==> src/rtl/pipeline_hazard_ctrl.sv <==
// pipeline_hazard_ctrl
//   Hazard and sequencing control for the decode-to-execute pipe. Tracks the
//   register writes in flight in EX, MEM and WB, and interlocks decode on RAW
//   hazards. It also applies EX-stage redirects, freezes the whole pipe while
//   data memory is busy, and drains the pipe after a HALT issues.
//
//   Optional build macro: FORWARDING_EN
//     defined   - EX/MEM->EX forwarding exists; only a load in EX (load-use) interlocks
//     undefined - full interlock against EX and MEM writers
//
// Ports
//   clk, rst                    clock (rising edge), async active-low reset
//   idValid                     decode holds a real instruction
//   idReadReg1/2, idReadUse1/2  decode source registers and their use flags
//   idWriteReg, idRegWrite      decode destination register and its write enable
//   idMemRead, idHalt           decode instruction is a load / is HALT
//   exRedirect                  EX resolved a taken branch/jump this cycle
//   memBusy                     data memory not ready
//   stall, nop, flush, freeze   pipe controls (hold IF/ID, bubble ID/EX, clear IF/ID, hold all)
//   halted                      pipe drained after HALT; sticky until reset
module pipeline_hazard_ctrl #(
  parameter int REG_BITS     = 3,
  parameter int DRAIN_CYCLES = 3
) (
  input  logic                clk,
  input  logic                rst,
  input  logic                idValid,
  input  logic [REG_BITS-1:0] idReadReg1,
  input  logic                idReadUse1,
  input  logic [REG_BITS-1:0] idReadReg2,
  input  logic                idReadUse2,
  input  logic [REG_BITS-1:0] idWriteReg,
  input  logic                idRegWrite,
  input  logic                idMemRead,
  input  logic                idHalt,
  input  logic                exRedirect,
  input  logic                memBusy,
  output logic                stall,
  output logic                nop,
  output logic                flush,
  output logic                freeze,
  output logic                halted
);

  localparam int CW = (DRAIN_CYCLES > 2) ? $clog2(DRAIN_CYCLES) : 1;

  typedef enum logic [1:0] {S_RUN, S_DRAIN, S_HALTED} state_t;

  typedef struct packed {
    logic                valid;
    logic [REG_BITS-1:0] rd;
    logic                isLoad;
  } sb_t;

  // Scoreboard: [0]=EX, [1]=MEM, [2]=WB
  sb_t [2:0]    r_sb;
  state_t       r_state, w_state_nxt;
  logic [CW-1:0] r_cnt, w_cnt_nxt;

  logic w_m1, w_m2, w_hazard, w_issue;

`ifdef FORWARDING_EN
  // Forwarding covers ALU results; only a load still in EX is not ready yet.
  assign w_m1 = r_sb[0].valid & r_sb[0].isLoad & (r_sb[0].rd == idReadReg1);
  assign w_m2 = r_sb[0].valid & r_sb[0].isLoad & (r_sb[0].rd == idReadReg2);
`else
  assign w_m1 = (r_sb[0].valid & (r_sb[0].rd == idReadReg1)) |
                (r_sb[1].valid & (r_sb[1].rd == idReadReg1));
  assign w_m2 = (r_sb[0].valid & (r_sb[0].rd == idReadReg2)) |
                (r_sb[1].valid & (r_sb[1].rd == idReadReg2));
`endif

  // WB never hazards: the register file bypasses write to read.
  assign w_hazard = idValid & ((idReadUse1 & w_m1) | (idReadUse2 & w_m2));

  // The WB entry is kept for completeness of the in-flight view but never consulted.
  logic w_unused_wb;
  assign w_unused_wb = ^r_sb[2];

  always_comb begin
    stall       = 1'b0;
    nop         = 1'b0;
    flush       = 1'b0;
    freeze      = 1'b0;
    halted      = 1'b0;
    w_state_nxt = r_state;
    w_cnt_nxt   = r_cnt;
    if (!rst) begin
      // outputs held low throughout reset
    end else if (memBusy) begin
      freeze = 1'b1;
      halted = (r_state == S_HALTED);
    end else if (r_state == S_HALTED) begin
      stall  = 1'b1;
      nop    = 1'b1;
      halted = 1'b1;
    end else if (r_state == S_DRAIN) begin
      stall = 1'b1;
      nop   = 1'b1;
      if (r_cnt == '0) w_state_nxt = S_HALTED;
      else             w_cnt_nxt   = r_cnt - 1'b1;
    end else if (exRedirect) begin
      flush = 1'b1;
      nop   = 1'b1;
    end else if (w_hazard) begin
      stall = 1'b1;
      nop   = 1'b1;
    end else if (idValid && idHalt) begin
      w_state_nxt = S_DRAIN;
      w_cnt_nxt   = CW'(DRAIN_CYCLES - 1);
    end
  end

  assign w_issue = idValid & idRegWrite & ~nop & ~stall;

  always_ff @(posedge clk or negedge rst) begin
    if (!rst) begin
      r_state <= S_RUN;
      r_cnt   <= '0;
      r_sb    <= '0;
    end else if (!freeze) begin
      r_state <= w_state_nxt;
      r_cnt   <= w_cnt_nxt;
      r_sb[2] <= r_sb[1];
      r_sb[1] <= r_sb[0];
      r_sb[0] <= w_issue ? '{valid: 1'b1, rd: idWriteReg, isLoad: idMemRead} : '0;
    end
  end

endmodule
==> config.mk <==
export PLATFORM = sky130hd
export DESIGN_NAME = pipeline_hazard_ctrl
export DESIGN_NICKNAME = d
export VERILOG_FILES = /design/src/rtl/pipeline_hazard_ctrl.sv
export SDC_FILE = /design/constraint.sdc
export NUM_CORES = 1
export LEC_CHECK = 0
export CAP_MARGIN = 20
export CORE_UTILIZATION = 30
export DETAILED_ROUTE_END_ITERATION = 8
export PLACE_DENSITY = 0.56
export SLEW_MARGIN = 5
export SYNTH_ARGS = -nofsm -noshare
export SYNTH_HDL_FRONTEND = slang
export SYNTH_SLANG_ARGS = --single-unit
==> constraint.sdc <==
create_clock -name clk -period 1.6 [get_ports clk]
set_input_delay 0.4 -clock clk [delete_from_list [all_inputs] [get_ports clk]]
set_output_delay 0.4 -clock clk [all_outputs]
set_load 0.01 [all_outputs]
# Yosys cells after proc, flatten, opt, wreduce, memory -nomap -nowiden
# Index checks and enable logic that the tools add are counted.
[totals]
reg_bits = 12
input_bits = 19
word_cells = 72
[op_classes]
mux = 32
bitwise_logic = 18
n_eq_ne = 10
reduce_logical = 5
n_addsub = 1
[ops]
columns = ["op", "n"]
rows = [
  ["$mux 1", 21],
  ["$mux 2", 10],
  ["$reduce_and 8->1", 2],
  ["$eq 3x3->1", 4],
  ["$and 1x1->1", 10],
  ["$ne 2x1->1 const B", 3],
  ["$mux 5", 1],
  ["$not 1->1", 5],
  ["$or 1x1->1", 3],
  ["$eq 2x1->1 const B", 1],
  ["$eq 2x2->1 const B", 1],
  ["$logic_not 2->1", 1],
  ["$ne 2x2->1 const B", 1],
  ["$reduce_bool 2->1", 1],
  ["$sub 2x1->2 const B", 1],
  ["$logic_and 1x1->1", 1],
]

# Logic depth before layout (Yosys ltp)
[logic_depth]
ltp_word = 16
depth_mapped = 6
ltp_nobuf = 6

# Least setup slack after synthesis
# OpenSTA, ideal clock, no wires.
[synth_timing]
path_type = "reg2out"
startpoint = "register r_sb[2] (netlist bit)"
endpoint = "output port nop"
path_stages_with_launch = 6
t_arrival_ns = 1.337
path_buffers = 0
setup_slack_ns = -0.137
path_cell_list = "dfrtp_1 xnor2_1 nand4_1 a21boi_1 o21ai_0 a31oi_1"
[synth_between]
elab_chain_cells = 12
word_cells_on_any_way = 16
classes_between = "eq/ne: 2; mux: 6; bitwise: 8"
[synth_rtl]
columns = ["item", "line_no", "source"]
rows = [
  ["start: declaration", "56", "sb_t [2:0] r_sb;"],
  ["$eq 3x3->1 (on tied branches)", "67, 69", ""],
  ["$and 1x1->1 (on tied branches)", "67, 69", ""],
  ["$or 1x1->1 (on tied branches)", "67, 69", ""],
  ["$and 1x1->1", "74", "assign w_hazard = idValid & ((idReadUse1 & w_m1) | (idReadUse2 & w_m2));"],
  ["$or 1x1->1 *", "74", ""],
  ["$and 1x1->1 *", "74", ""],
  ["$mux 1 *", "105", "end else if (w_hazard) begin"],
  ["$mux 1 *", "102", "end else if (exRedirect) begin"],
  ["$mux 1 *", "97", "end else if (r_state == S_DRAIN) begin"],
  ["$mux 1 *", "93", "end else if (r_state == S_HALTED) begin"],
  ["$mux 1 *", "90", "end else if (memBusy) begin"],
  ["$mux 1 *", "88", "if (!rst) begin"],
  ["end: declaration", "39", "output logic nop,"],
]
# Every way passes the cells marked *; elsewhere a longest branch is shown, timed or not.

# Worst setup path after layout
# Ends and elaborated chain as after synthesis.

==> flow_metrics.tcl <==
set metrics [dict create \
    setup_ws_ns -0.4953 \
    pre_cts_ws_ns -1.058 \
    synth_mux_area_frac 0.01408 \
    die_area_um2 2876 \
    path_class "reg2out" \
    cts_tree "built" \
    drc 0 \
    clock_sinks 12 \
    yosys_most_used_dff "dfrtp_1" \
    peakVddDrop_v 0.0006135 \
    die_x_um 53.63 \
    period_needed_ns 2.095 \
    num_vias 841 \
    dr.pass1.iters 4 \
    grt_max_degree 9 \
    failed_checks "setup timing" \
    postSynthAreaPerCell_um2 8.597 \
    synth_fa_ha_area_frac 0.01565 \
    synth_edf_count 0 \
    synth-simple-area-share 0.2629 \
    cp_data_required_time_ns 1.20 \
    endpoint_kind "output pin" \
    grt_pass1_wl_um 3387 \
    synth_compound_area_frac 0.1612 \
    hold_violations 0 \
    hold_slack_ns 0.1820 \
    setup_viol 10 \
    rsz0062_at_grt "true" \
    io_pins 24 \
    async_reset_ff_frac 1.000 \
    yosys.cell_types.count 28 \
    h-tree-depth 1 \
    regArea_um2 302.8 \
    portBuffers 22 \
    finalMaxSlewViolations 0 \
    start_util 0.3198 \
    hold_class "in2async" \
    synth_top_family_by_area "simple AND/OR/NAND/NOR gates" \
    syn-instance-count 93 \
    dp.cells 166 \
    syn_nets 113 \
    power_leakage_nw 0.6116 \
    gp_congestion 0.7834 \
    start_kind "flop" \
    syn_to_final_growth_pct 68.54 \
    fin_crit_sh 1.310 \
    drt_iter0_markers 10 \
    fp-row-count 18 \
    ys_warn_count 0 \
    rr_endpoint "r_state[0]" \
    postRouteAntennaNets 0 \
    insertion_delay_ns 0.27 \
    timing.reg2reg.setup_slack_ns -0.07 \
    clock_skew_ns 0.004490 \
    tightest_slew_ns 0.2476 \
    diodes 0 \
    relSlewSlack 0.8337 \
    final_cell_mix "buf_4, nand2_1, xnor2_1, dfrtp_1, clkdlybuf4s50_1" \
    dieHeight_um 53.63 \
    maxCapViolations 0 \
    fmax_ghz 0.4773 \
    final_nets 167 \
    synth_xor_area_frac 0.1424 \
    track_usage 0.1638 \
    clock_path_buffers 2 \
    core_area_um2 2500 \
    clk_pin_slew_ns 0.08 \
    grt_pass1_vias 803 \
    status "finished, violations left" \
    routed_via_density 4.778 \
    ctsHoldBuffers 0 \
    antenna_found_initial 0 \
    netlist_area_um2 799.5 \
    wl_um 2101 \
    synth-seq-cells 12 \
    power-per-cell-area_nw_per_um2 995.3 \
    multiInputGateArea_um2 554.3 \
    r2r_cells 7 \
    numCtsBuffers 3 \
    drive_above_1_share 0.4041 \
    crit_arrival_ns 1.70 \
    stdcell_count 176 \
    final_common_cell "buf_4" \
    wl_per_cell_um 11.94 \
    dp_hpwl_um 1696 \
    crit_fanout 4 \
    fillers 253 \
    rr_startpoint "r_sb[2]" \
    yosysSeqAreaShare 0.3756 \
    grt_overflow_total 0 \
    root_buffer "clkbuf_4" \
]
[synthesized netlist by cell type, types with 2 or more instances]
| library cell | instances | area [µm²] |
|---|---|---|
| a21oi_1 | 2 | 10.01 |
| dfrtp_1 | 12 | 300.3 |
| inv_1 | 5 | 18.77 |
| nand2_1 | 25 | 93.84 |
| nand3_1 | 3 | 15.01 |
| nand4_1 | 3 | 18.77 |
| nor2_1 | 2 | 7.510 |
| nor2b_1 | 2 | 12.51 |
| nor3_1 | 2 | 10.01 |
| nor4_1 | 2 | 12.51 |
| o21ai_0 | 3 | 15.01 |
| o21ai_2 | 4 | 35.03 |
| xnor2_1 | 13 | 113.9 |
[through the flow]
step                power, mW  setup TNS (ns)  utilization  cell area [µm²]
floorplan              0.7098        -0.04277            -            807.0
global placement        1.035          -7.415       0.4890             1222
detailed placement      1.046          -7.994       0.4890             1222
CTS                     1.343          -2.028       0.5385             1346
global route            1.437          -2.254       0.5390             1348
finish                  1.341          -1.428       0.5390             1348
[how the worst max path moves through the flow]
stage	startpoint	to	slack, ns	cells past startpoint
6_report	r_sb[2]	nop	-0.50	7
5_1_grt	r_sb[2]	stall	-0.58	7
4_1_cts	r_sb[1]	nop	-0.51	7
3_5_place_dp	idReadReg2[1]	nop	-1.06	7
3_3_place_gp	idReadReg1[0]	nop	-1.0	7
2_1_floorplan	r_sb[1]	nop	-0.03	5
[worst max-delay path, cell delays in order (launching register included)]
cell      delay (ns)
dfrtp_2         0.46
xnor2_2         0.16
nand4_2         0.13
a21boi_2        0.19
buf_4           0.14
o21ai_1         0.05
a31oi_1         0.13
buf_2           0.16
[flip-flops by register name, summed over array words and instances (netlist names)]
name / flops
r_cnt: 2
r_state: 2
r_sb: 8
[logic make-up after synthesis]
kind of cell,Yosys count
simple gates,44
fa+ha+maj,1
mux,1
buf+inv,6
flops,12
compound gates,16
xor+xnor,13
[area by class of cell]
cell class,instances,share of cell area
well taps,30,0.02786
repair buffers,49,0.2925
flip-flops and latches,12,0.2247
multi-input cells,75,0.4113
clock buffers,4,0.02693
inverters,6,0.01671
[what timing repair did]
action | CTS | global route
pin swaps | 14 | 4
endpoints found under the setup margin | 13 | 12
resized for setup | 40 | 5
setup buffers | 7 | 0
[report_power, final]
part / leakage, nW / switching (mW) / internal [mW] / total (mW)
sequential: 0.151 / 0.0599 / 0.368 / 0.428
combinational: 0.439 / 0.280 / 0.392 / 0.672
clock: 0.0210 / 0.103 / 0.138 / 0.241
[metal layers]
metal  share of wire  track usage  vias to the layer above
met3           0.032      0.01977                        2
li1                -            -                      430
met5               0            0                        -
met1            0.47       0.2122                      391
met4          0.0086      0.05263                        0
met2            0.49       0.2813                       18
(Power assumes the default switching activity.)
